<file path="src/rtl/mem_pkg.sv">
// Shared types for the data-side memory path: access widths, region map,
// controller states and the lane/byte-enable helpers.
package mem;

    typedef enum logic [1:0] {
        BYTE  = 2'd0,
        WORD  = 2'd1,
        DWORD = 2'd2
    } width_t;

    typedef enum logic [2:0] {
        S_IDLE    = 3'd0,
        S_RAM_WR  = 3'd1,
        S_RAM_RD  = 3'd2,
        S_IO_WAIT = 3'd3,
        S_DONE    = 3'd4
    } ctrl_state_t;

    localparam logic [31:0] IO_BASE_DEFAULT = 32'h8000_0000;
    localparam logic [31:0] IO_TIMEOUT_DATA = 32'hDEAD_BEEF;

    // Any encoding other than BYTE/WORD is handled as a full DWORD.
    function automatic logic [3:0] lane_be(input width_t w, input logic [1:0] lane);
        case (w)
            BYTE:    return 4'b0001 << lane;
            WORD:    return 4'b0011 << lane;
            default: return 4'b1111;
        endcase
    endfunction

    function automatic logic is_misaligned(input width_t w, input logic [1:0] lane);
        case (w)
            BYTE:    return 1'b0;
            WORD:    return lane[0];
            default: return lane != 2'b00;
        endcase
    endfunction

endpackage

</file>
<file path="src/rtl/memory_bus.sv">
// CPU MEM/WB stage to data memory controller handshake.
interface memory_bus;
    import mem::*;

    logic [31:0] addr;
    width_t      mem_width;
    logic [31:0] write_data;
    logic        dispatch_read;
    logic        dispatch_write;
    logic [31:0] read_data;
    logic        busy;

    modport master (
        output addr, mem_width, write_data, dispatch_read, dispatch_write,
        input  read_data, busy
    );

    modport slave (
        input  addr, mem_width, write_data, dispatch_read, dispatch_write,
        output read_data, busy
    );
endinterface

</file>
<file path="src/rtl/mem_lane_align.sv">
// Byte-lane steering: replicate write data across lanes with byte enables,
// and pull the addressed lanes of a read word down to bit 0, zero-filled.
module mem_lane_align
    import mem::*;
(
    input  width_t      i_width,
    input  logic [1:0]  i_lane,
    input  logic [31:0] i_wdata,
    input  logic [31:0] i_rword,
    output logic [31:0] o_wdata,
    output logic [3:0]  o_be,
    output logic [31:0] o_rdata
);
    logic [31:0] w_shr;

    // Replication lands the datum in every lane it may target; be picks one.
    always_comb begin
        case (i_width)
            BYTE:    o_wdata = {4{i_wdata[7:0]}};
            WORD:    o_wdata = {2{i_wdata[15:0]}};
            default: o_wdata = i_wdata;
        endcase
    end

    assign o_be  = lane_be(i_width, i_lane);
    assign w_shr = i_rword >> {i_lane, 3'b000};

    always_comb begin
        case (i_width)
            BYTE:    o_rdata = {24'h0, w_shr[7:0]};
            WORD:    o_rdata = {16'h0, w_shr[15:0]};
            default: o_rdata = w_shr;
        endcase
    end
endmodule

</file>
<file path="src/rtl/data_mem_ctrl.sv">
// Data memory controller: decodes CPU dispatch pulses into byte-enabled BRAM
// accesses or MMIO req/ack transactions, with sticky error reporting.
module data_mem_ctrl
    import mem::*;
#(
    parameter int          RAM_ADDR_W   = 14,
    parameter int          BRAM_LATENCY = 2,
    parameter logic [31:0] IO_BASE      = IO_BASE_DEFAULT,
    parameter int          IO_TIMEOUT   = 64
) (
    input  logic                  clk_in,
    input  logic                  rst_in,
    memory_bus.slave              mem_bus,
    output logic [RAM_ADDR_W-1:0] bram_addr,
    output logic [3:0]            bram_we,
    output logic [31:0]           bram_din,
    input  logic [31:0]           bram_dout,
    output logic                  io_req,
    output logic                  io_we,
    output logic [31:0]           io_addr,
    output logic [31:0]           io_wdata,
    output logic [3:0]            io_be,
    input  logic [31:0]           io_rdata,
    input  logic                  io_ack,
    output logic                  err
);
    localparam int CNT_MAX = (IO_TIMEOUT > BRAM_LATENCY) ? IO_TIMEOUT : BRAM_LATENCY;
    localparam int CNT_W   = $clog2(CNT_MAX + 1);

    ctrl_state_t      r_state;
    width_t           r_width;
    logic [1:0]       r_lane;
    logic [CNT_W-1:0] r_cnt;
    logic [31:0]      r_read_data;

    logic        w_open;
    logic        w_dispatch;
    width_t      w_width;
    logic [1:0]  w_lane;
    logic [31:0] w_rword;
    logic [31:0] w_wdata_sh;
    logic [3:0]  w_be;
    logic [31:0] w_rdata;

    // DONE is the completion cycle: result is visible and busy is already low,
    // so it accepts a new dispatch exactly like IDLE.
    assign w_open     = (r_state == S_IDLE) || (r_state == S_DONE);
    assign w_dispatch = mem_bus.dispatch_read | mem_bus.dispatch_write;
    assign w_width    = w_open ? mem_bus.mem_width : r_width;
    assign w_lane     = w_open ? mem_bus.addr[1:0] : r_lane;
    assign w_rword    = (r_state == S_IO_WAIT) ? io_rdata : bram_dout;

    assign mem_bus.busy = (r_state == S_RAM_WR) || (r_state == S_RAM_RD) ||
                          (r_state == S_IO_WAIT) || w_dispatch;
    assign mem_bus.read_data = r_read_data;

    mem_lane_align u_align (
        .i_width (w_width),
        .i_lane  (w_lane),
        .i_wdata (mem_bus.write_data),
        .i_rword (w_rword),
        .o_wdata (w_wdata_sh),
        .o_be    (w_be),
        .o_rdata (w_rdata)
    );

    always_ff @(posedge clk_in or posedge rst_in) begin
        if (rst_in) begin
            r_state     <= S_IDLE;
            r_width     <= BYTE;
            r_lane      <= 2'b00;
            r_cnt       <= '0;
            r_read_data <= '0;
            bram_addr   <= '0;
            bram_we     <= '0;
            bram_din    <= '0;
            io_req      <= 1'b0;
            io_we       <= 1'b0;
            io_addr     <= '0;
            io_wdata    <= '0;
            io_be       <= '0;
            err         <= 1'b0;
        end else begin
            bram_we <= '0;
            case (r_state)
                S_IDLE, S_DONE: begin
                    r_state <= S_IDLE;
                    if (w_dispatch) begin
                        r_width <= mem_bus.mem_width;
                        r_lane  <= mem_bus.addr[1:0];
                        r_cnt   <= CNT_W'(1);
                        if (is_misaligned(mem_bus.mem_width, mem_bus.addr[1:0])) begin
                            err         <= 1'b1;
                            r_read_data <= '0;
                            r_state     <= S_DONE;
                        end else if (mem_bus.addr >= IO_BASE) begin
                            io_req   <= 1'b1;
                            io_we    <= mem_bus.dispatch_write;
                            io_addr  <= mem_bus.addr;
                            io_wdata <= w_wdata_sh;
                            io_be    <= w_be;
                            r_state  <= S_IO_WAIT;
                        end else begin
                            bram_addr <= mem_bus.addr[RAM_ADDR_W+1:2];
                            bram_din  <= w_wdata_sh;
                            if (mem_bus.dispatch_write) begin
                                bram_we <= w_be;
                                r_state <= S_RAM_WR;
                            end else begin
                                r_state <= S_RAM_RD;
                            end
                        end
                    end
                end
                S_RAM_WR: r_state <= S_DONE;
                S_RAM_RD: begin
                    if (r_cnt == CNT_W'(BRAM_LATENCY)) begin
                        r_read_data <= w_rdata;
                        r_state     <= S_DONE;
                    end else begin
                        r_cnt <= r_cnt + CNT_W'(1);
                    end
                end
                S_IO_WAIT: begin
                    if (io_ack) begin
                        io_req  <= 1'b0;
                        r_state <= S_DONE;
                        if (!io_we) r_read_data <= w_rdata;
                    end else if (r_cnt == CNT_W'(IO_TIMEOUT)) begin
                        io_req      <= 1'b0;
                        err         <= 1'b1;
                        r_read_data <= IO_TIMEOUT_DATA;
                        r_state     <= S_DONE;
                    end else begin
                        r_cnt <= r_cnt + CNT_W'(1);
                    end
                end
                default: r_state <= S_IDLE;
            endcase
        end
    end
endmodule

</file>
<file path="src/flat_wrapper.sv">
// flat-port wrapper written by rule: the top's interface ports become plain ports
module data_mem_ctrl_flat import mem::*;
#(
    parameter int          RAM_ADDR_W   = 14,
    parameter int          BRAM_LATENCY = 2,
    parameter logic [31:0] IO_BASE      = IO_BASE_DEFAULT,
    parameter int          IO_TIMEOUT   = 64
)
  (clk_in, rst_in, bram_addr, bram_we, bram_din, bram_dout, io_req, io_we, io_addr, io_wdata, io_be, io_rdata, io_ack, err, mem_bus_addr, mem_bus_mem_width, mem_bus_write_data, mem_bus_dispatch_read, mem_bus_dispatch_write, mem_bus_read_data, mem_bus_busy);
  memory_bus mem_bus_i ();
  input  logic clk_in;
  input  logic rst_in;
  output logic [RAM_ADDR_W-1:0] bram_addr;
  output logic [3:0] bram_we;
  output logic [31:0] bram_din;
  input  logic [31:0] bram_dout;
  output logic io_req;
  output logic io_we;
  output logic [31:0] io_addr;
  output logic [31:0] io_wdata;
  output logic [3:0] io_be;
  input  logic [31:0] io_rdata;
  input  logic io_ack;
  output logic err;
  input wire logic [$bits(mem_bus_i.addr)-1:0] mem_bus_addr;
  input wire logic [$bits(mem_bus_i.mem_width)-1:0] mem_bus_mem_width;
  input wire logic [$bits(mem_bus_i.write_data)-1:0] mem_bus_write_data;
  input wire logic [$bits(mem_bus_i.dispatch_read)-1:0] mem_bus_dispatch_read;
  input wire logic [$bits(mem_bus_i.dispatch_write)-1:0] mem_bus_dispatch_write;
  output wire logic [$bits(mem_bus_i.read_data)-1:0] mem_bus_read_data;
  output wire logic [$bits(mem_bus_i.busy)-1:0] mem_bus_busy;
  assign mem_bus_i.addr = mem_bus_addr;
  assign mem_bus_i.mem_width = mem_bus_mem_width;
  assign mem_bus_i.write_data = mem_bus_write_data;
  assign mem_bus_i.dispatch_read = mem_bus_dispatch_read;
  assign mem_bus_i.dispatch_write = mem_bus_dispatch_write;
  assign mem_bus_read_data = mem_bus_i.read_data;
  assign mem_bus_busy = mem_bus_i.busy;
  data_mem_ctrl #(.RAM_ADDR_W(RAM_ADDR_W), .BRAM_LATENCY(BRAM_LATENCY), .IO_BASE(IO_BASE), .IO_TIMEOUT(IO_TIMEOUT)) u_core (.clk_in(clk_in), .rst_in(rst_in), .mem_bus(mem_bus_i), .bram_addr(bram_addr), .bram_we(bram_we), .bram_din(bram_din), .bram_dout(bram_dout), .io_req(io_req), .io_we(io_we), .io_addr(io_addr), .io_wdata(io_wdata), .io_be(io_be), .io_rdata(io_rdata), .io_ack(io_ack), .err(err));
endmodule
</file>
<file path="config.mk">
export PLATFORM = sky130hd
export DESIGN_NAME = data_mem_ctrl_flat
export DESIGN_NICKNAME = d
export VERILOG_FILES = /design/src/rtl/mem_pkg.sv /design/src/rtl/memory_bus.sv /design/src/rtl/mem_lane_align.sv /design/src/rtl/data_mem_ctrl.sv /design/src/flat_wrapper.sv
export SDC_FILE = /design/constraint.sdc
export NUM_CORES = 1
export LEC_CHECK = 0
export ABC_AREA = 1
export BUFFER_PORTS_ARGS = -buffer_cell sky130_fd_sc_hd__buf_2
export CORE_MARGIN = 5
export CORE_UTILIZATION = 52
export CTS_BUF_LIST = sky130_fd_sc_hd__clkbuf_2
export DETAILED_ROUTE_END_ITERATION = 12
export PLACE_DENSITY_LB_ADDON = 0.08
export SLEW_MARGIN = 20
export SYNTH_ARGS = -nofsm -noshare
export SYNTH_HDL_FRONTEND = slang
export SYNTH_SLANG_ARGS = --single-unit
</file>
<file path="constraint.sdc">
create_clock -name clk_in -period 5.4 [get_ports clk_in]
set_clock_uncertainty 0.05 [all_clocks]
set_input_delay 0 -clock clk_in [delete_from_list [all_inputs] [get_ports clk_in]]
set_output_delay 0 -clock clk_in [all_outputs]
set_load 0.02 [all_outputs]
</file>
==> results.sh, run 1 <==
export IMPL_nets=1659
export IMPL_synth_edff_count=0
export IMPL_syn_nets=1189
export IMPL_grt_overflow=0
export IMPL_worstPathCellList="nand3_4 > inv_2 > nand2_1 > nand3_1 > dlygate4sd3_1 > o211ai_1 > dlygate4sd3_1 > nand3_1 > dlygate4sd3_1 > nand2_1 > nand2_1"
export IMPL_rows=45
export IMPL_cts_root_buf="clkbuf_2"
export IMPL_cts_resized=0
export IMPL_relSlewSlack_pct=33.2
export IMPL_grt_pass1_vias=8939
export IMPL_place_congestion=0.946
export IMPL_tightest_slew_ps=1000
export IMPL_post_route_min_period_ps=4050
export IMPL_finalSetupViolations=0
export IMPL_portBuffers=288
export IMPL_status="complete, no violations"
export IMPL_leakage_nw=6.51
export IMPL_crit_path_end_kind="register"
export IMPL_drt_pass1_iter_count=7
export IMPL_finalHoldViolCount=0
export IMPL_drc=0
export IMPL_p_int_mw=3.12
export IMPL_die_w_um=135
export IMPL_netSwitchingPower_mw=2.90
export IMPL_synthTopCellsByArea="dfrtp_1 51%, nand2_1 22%, o21ai_0 5.7%"
export IMPL_dpl_instance_area_mm2=0.00955
export IMPL_synth_most_common_cell="nand2_1"
export IMPL_cts_max_path_buffers=2
export IMPL_drive_gt1_share_pct=23.2
export IMPL_critPathLaunchType="register"
export IMPL_syn_inst=1051
export IMPL_synth_async_reset_ratio_pct=100
export IMPL_core_area_mm2=0.0153
export IMPL_pwr_share_clk_pct=10.8
export IMPL_synth_flop_cell="dfrtp_1"
export IMPL_yosysWarnings=0
export IMPL_crit_path_max_fanout=48
export IMPL_fin_area_mm2=0.0119
export IMPL_rsz0062_at_grt="false"
export IMPL_combPwrFrac_pct=55.2
export IMPL_whs_ps=60.7
export IMPL_clk_latency_ps=720
export IMPL_grt_pass1_wl_um=45400
export IMPL_fin_cells=1746
export IMPL_first_iter_violations=733
export IMPL_cp_arrival_ps=4680
export IMPL_io_pins=289
export IMPL_htree_num_levels=4
export IMPL_cpPeakStageDelay_ps=700
export IMPL_clk_pin_slew_ps=230
export IMPL_total_power_mw=6.03
export IMPL_slowest_stage="dfrtp_1"
export IMPL_ir_worst_vdd_mv=0.317
export IMPL_fin_tns_setup_ps=0
export IMPL_hp_class="primary input to register"
export IMPL_synth_commonest_cells="476 x nand2_1, 167 x dfrtp_1, 93 x o21ai_0, 67 x inv_1, 61 x nand3_1"
export IMPL_critPathRequiredTime_ps=6030
export IMPL_viasPerCell=5.18
export IMPL_vias=9040
export IMPL_worstSetupPathType="register to register"
export IMPL_synth_largest_area_cell="dfrtp_1"
export IMPL_synth_top_area_share_pct=51.3
export IMPL_initial_core_util_pct=53.4
export IMPL_ys_seq_elements=167
export IMPL_synth_seq_area_share_pct=51.3
export IMPL_ant_nets=0
export IMPL_finalCritPeriodShare_pct=75.0
export IMPL_maxCapViolCount=0
export IMPL_grt_max_degree=112
export IMPL_die_y_um=135
export IMPL_gr_usage_all_layers_pct=31.4
export IMPL_tritoncts="built"
export IMPL_switching_share_pct=48.2
export IMPL_antenna_found_initial=1
export IMPL_die_area_mm2=0.0183
export IMPL_slew_violations=0
export IMPL_p_per_area_mw_per_mm2=507
export IMPL_dp_cells=1504
export IMPL_clock_sink_count=167
export IMPL_area_growth_syn_to_layout_pct=45.8
export IMPL_synth_distinct_cells=37
export IMPL_finalWirelength_um=28900
export IMPL_hpwl_um=18600
export IMPL_syn_area_per_cell_um2=7.75
export IMPL_pwr_share_seq_pct=34.0
export IMPL_post_drt_wl_per_cell_um=16.5
export IMPL_cts_made_buffers=17
export IMPL_netlist_area_mm2=0.00815
export IMPL_clock_fmax_ghz=0.247
## power by group through the flow
stage	Clock [mW]	Sequential, mW	Combinational [mW]
final	0.651	2.05	3.33
after global routing	0.720	2.10	3.61
after CTS	0.663	2.03	3.26
after detailed placement	0	2.06	2.90
after global placement	0	2.05	2.86
after floorplan	0	2.61	1.41
## layer usage
| metal | GRT usage (%) | wire length (µm) |
|---|---|---|
| met1 | 38.6 | 11100 |
| met2 | 53.6 | 14100 |
| met3 | 6.65 | 2320 |
| met4 | 13.9 | 1280 |
| met5 | 0 | 0 |
## layout make-up
class	instances	area (µm²)
clock inverters	12	129
clock buffers	20	100
multi-input cells	756	3340
well taps	211	264
repair buffers	501	3560
diodes	1	2.50
flip-flops and latches	167	4180
inverters	78	300
fillers	1088	3380
## cells by family after synthesis
group                    synth area share (%)
XOR/XNOR                                0.430
adder cells (fa/ha/maj)                 0.461
AND/OR/NAND/NOR                          30.5
AO/OA/AOI/OAI                            9.61
buffers and inverters                    7.71
flip-flops                               51.3
## worst paths after layout
check	cells after the start	endpoint	slack (ps)	startpoint
worst max register to register	11	u_core.mem_bus.read_data[1]	1350	u_core.r_state[1]
worst min register to register	2	u_core.io_wdata[23]	450	u_core.io_wdata[23]
worst min-delay path	4	u_core.bram_din[1]	60	mem_bus_write_data[1]
worst max-delay path	11	u_core.mem_bus.read_data[1]	1350	u_core.r_state[1]
max in group asynchronous	5	u_core.io_be[0]	3450	rst_in
min in group asynchronous	4	u_core.mem_bus.read_data[16]	530	rst_in
## flip-flops by register name, summed over array words and instances (netlist names), 3 cells and up
signal / count
u_core.r_state: 3
u_core.bram_addr: 14
u_core.io_addr: 32
u_core.bram_din: 32
u_core.io_wdata: 32
u_core.r_cnt: 7
u_core.io_be: 4
u_core.mem_bus.read_data: 32
u_core.bram_we: 4
## layout by cell type (no fill, tap or decap), types with 20 or more instances in the layout
cell,Yosys,routed
nand2_1,476,476
dfrtp_1,167,167
buf_2,18,288
nand3_1,61,61
inv_1,67,66
o21ai_1,26,26
dlygate4sd3_1,0,209
nor2_1,37,37
o21ai_0,93,93
clkbuf_2,1,20
## stage by stage
| step | setup slack (ps) | utilization (%) |
|---|---|---|
| detailed placement | 2670 | 62.6 |
| global placement | 2740 | 62.6 |
| CTS | 1400 | 77.8 |
| global route | 1090 | 77.8 |
| finish | 1350 | 77.8 |
| floorplan | 832 | - |
## worst max-delay path, delay by kind of cell (launching register included)
kind	cells	cell delay (ps)
AND/OR/NAND/NOR	6	920
flip-flops	1	700
AO/OA/AOI/OAI	1	110
buffers and inverters	4	2210
## timing repair
action / in CTS / in global routing
endpoints found under the hold margin: 274 / 0
hold buffers: 209 / 0
setup buffers: 0 / 0
(Power assumes the default switching activity.)
==> run 2, diff against run 1 <==
Clock period 5.4 ns to 4.2 ns, I/O delays scaled along.
==> run 2 against run 1 <==
Compared with the run above: clock power is 40% higher; total power increased by 29%; maximum frequency grew 2.8%; critical endpoint unchanged; highest routed layer unchanged.
==> results.sh, run 2 (synthesis results as in run 1) <==
export IMPL_first_iter_violations=806
export IMPL_maxCapViolCount=0
export IMPL_tritoncts="built"
export IMPL_cts_max_path_buffers=2
export IMPL_cpPeakStageDelay_ps=690
export IMPL_finalSetupViolations=0
export IMPL_fin_util_pct=78.4
export IMPL_grt_max_degree=168
export IMPL_drt_pass1_iter_count=5
export IMPL_cts_made_buffers=17
export IMPL_fin_tns_setup_ps=0
export IMPL_post_drt_wl_per_cell_um=16.8
export IMPL_rows=45
export IMPL_p_per_area_mw_per_mm2=652
export IMPL_multi_input_area_mm2=0.00334
export IMPL_antenna_found_initial=1
export IMPL_grt_util_met2_pct=54.0
export IMPL_post_route_min_period_ps=3940
export IMPL_leakage_nw=6.55
export IMPL_worstPathCellList="nand3_4 > inv_2 > nand2_1 > nand3_1 > dlygate4sd3_1 > o211ai_1 > dlygate4sd3_1 > nand3_1 > dlygate4sd3_1 > nand2_1 > nand2_1"
export IMPL_io_pins=289
export IMPL_gr_usage_all_layers_pct=32.5
export IMPL_die_w_um=135
export IMPL_cts_root_buf="clkbuf_2"
export IMPL_finalHoldViolCount=0
export IMPL_fillers=1067
export IMPL_rr_startpoint="u_core.r_state[1]"
export IMPL_clk_latency_ps=740
export IMPL_post_cts_buffers=0
export IMPL_use_met3_pct=7.32
export IMPL_r2r_cells=11
export IMPL_worstSetupPathType="register to register"
export IMPL_top_usage_layer="met2"
export IMPL_clk_pin_slew_ps=240
export IMPL_slew_violations=0
export IMPL_drive_gt1_share_pct=23.2
export IMPL_ir_worst_vdd_mv=0.370
export IMPL_r2r_slack_ps=260
export IMPL_crit_path_max_fanout=48
export IMPL_die_y_um=135
export IMPL_htree_num_levels=4
export IMPL_grt_pass1_vias=9146
export IMPL_crit_path_end_kind="register"
export IMPL_grt_overflow=0
export IMPL_place_congestion=0.911
export IMPL_finalCritPeriodShare_pct=93.8
export IMPL_vias=9198
export IMPL_rsz0062_at_grt="false"
export IMPL_clock_sink_count=167
export IMPL_critPathRequiredTime_ps=4870
export IMPL_core_area_mm2=0.0153
export IMPL_relSlewSlack_pct=36.7
export IMPL_ant_nets=0
export IMPL_grt_pass1_wl_um=46600
export IMPL_timing_rr_end="u_core.mem_bus.read_data[1]"
export IMPL_drc=0
export IMPL_portBuffers=288
export IMPL_status="complete, no violations"
export IMPL_viasPerCell=5.26
export IMPL_area_growth_syn_to_layout_pct=46.8
export IMPL_hp_start="mem_bus_dispatch_write"
export IMPL_grtUsageMet1_pct=39.1
export IMPL_hp_class="primary input to register"
export IMPL_clock_fmax_ghz=0.254
export IMPL_slowest_stage="dfrtp_1"
export IMPL_die_area_mm2=0.0183
export IMPL_cp_arrival_ps=4600
export IMPL_tightest_slew_ps=946
export IMPL_hpwl_um=18400
export IMPL_initial_core_util_pct=53.4
export IMPL_worstHoldPathCells=4
export IMPL_nets=1662
export IMPL_final_common_cell="nand2_1"
export IMPL_seq_area_mm2=0.00418
export IMPL_hold_end="u_core.io_we"
export IMPL_final_cell_mix="476 x nand2_1, 288 x buf_2, 213 x dlygate4sd3_1"
export IMPL_critPathLaunchType="register"
export IMPL_finalWirelength_um=29400
==> run 2: cell type report <==
cell class	count	area share (%)
Inverter	78	2.50
Clock inverter	11	1.23
Timing Repair Buffer	504	30.3
Multi-Input combinational cell	756	27.9
Sequential cell	167	34.9
Tap cell	211	2.21
Clock buffer	21	0.879
Antenna cell	1	0.0209
==> run 2: timing repair <==
action | in CTS | in global routing
gates resized for setup | 0 | 0
hold buffers | 213 | 0
hold endpoints to repair | 331 | 0
==> run 2: metal layers <==
layer	part of all wire (%)	vias to the layer above
li1	-	4268
met1	37	4270
met2	49	529
met3	8.3	131
met4	5.7	0
met5	0	-
==> run 2: where the power goes <==
| part | switching, mW | internal [mW] | total [mW] |
|---|---|---|---|
| Combinational | 2.77 | 1.49 | 4.26 |
| Clock | 0.568 | 0.343 | 0.910 |
| Sequential | 0.389 | 2.24 | 2.63 |
| Total | 3.73 | 4.07 | 7.80 |
==> run 2: worst max path at each step <==
stage / from / end / slack (ps) / depth (start not counted)
final: u_core.r_state[1] / u_core.mem_bus.read_data[1] / 260 / 11
after CTS: u_core.r_state[1] / u_core.mem_bus.read_data[1] / 340 / 11
after global routing: u_core.r_state[1] / u_core.mem_bus.read_data[1] / 1 / 11
after floorplan: rst_in / u_core.bram_addr[0] / 2020 / 1
after detailed placement: u_core.r_state[1] / u_core.io_wdata[13] / 1490 / 9
after global placement: u_core.r_state[1] / u_core.mem_bus.read_data[29] / 1550 / 7
==> run 2: stage by stage <==
stage / total power [mW] / std cells / setup WS, ps / hold WS (ps) / instance area (µm²)
detailed placement: 6.36 / 1503 / 1490 / 155 / 9570
finish: 7.80 / 1749 / 261 / 72.9 / 12000
CTS: 7.70 / 1748 / 337 / 21.2 / 12000
global route: 8.32 / 1749 / 1.20 / 29.0 / 12000
floorplan: 5.17 / 1051 / 2020 / 66.8 / 8150
global placement: 6.29 / 1503 / 1550 / 151 / 9570
==> run 2: worst max-delay path: cells and delay by family, from the launching register on <==
| kind | cells | cell delay, ps |
|---|---|---|
| buffers and inverters | 4 | 2190 |
| and+or+nand+nor | 6 | 900 |
| DFF | 1 | 690 |
| AOI/OAI and AO/OA | 1 | 90 |
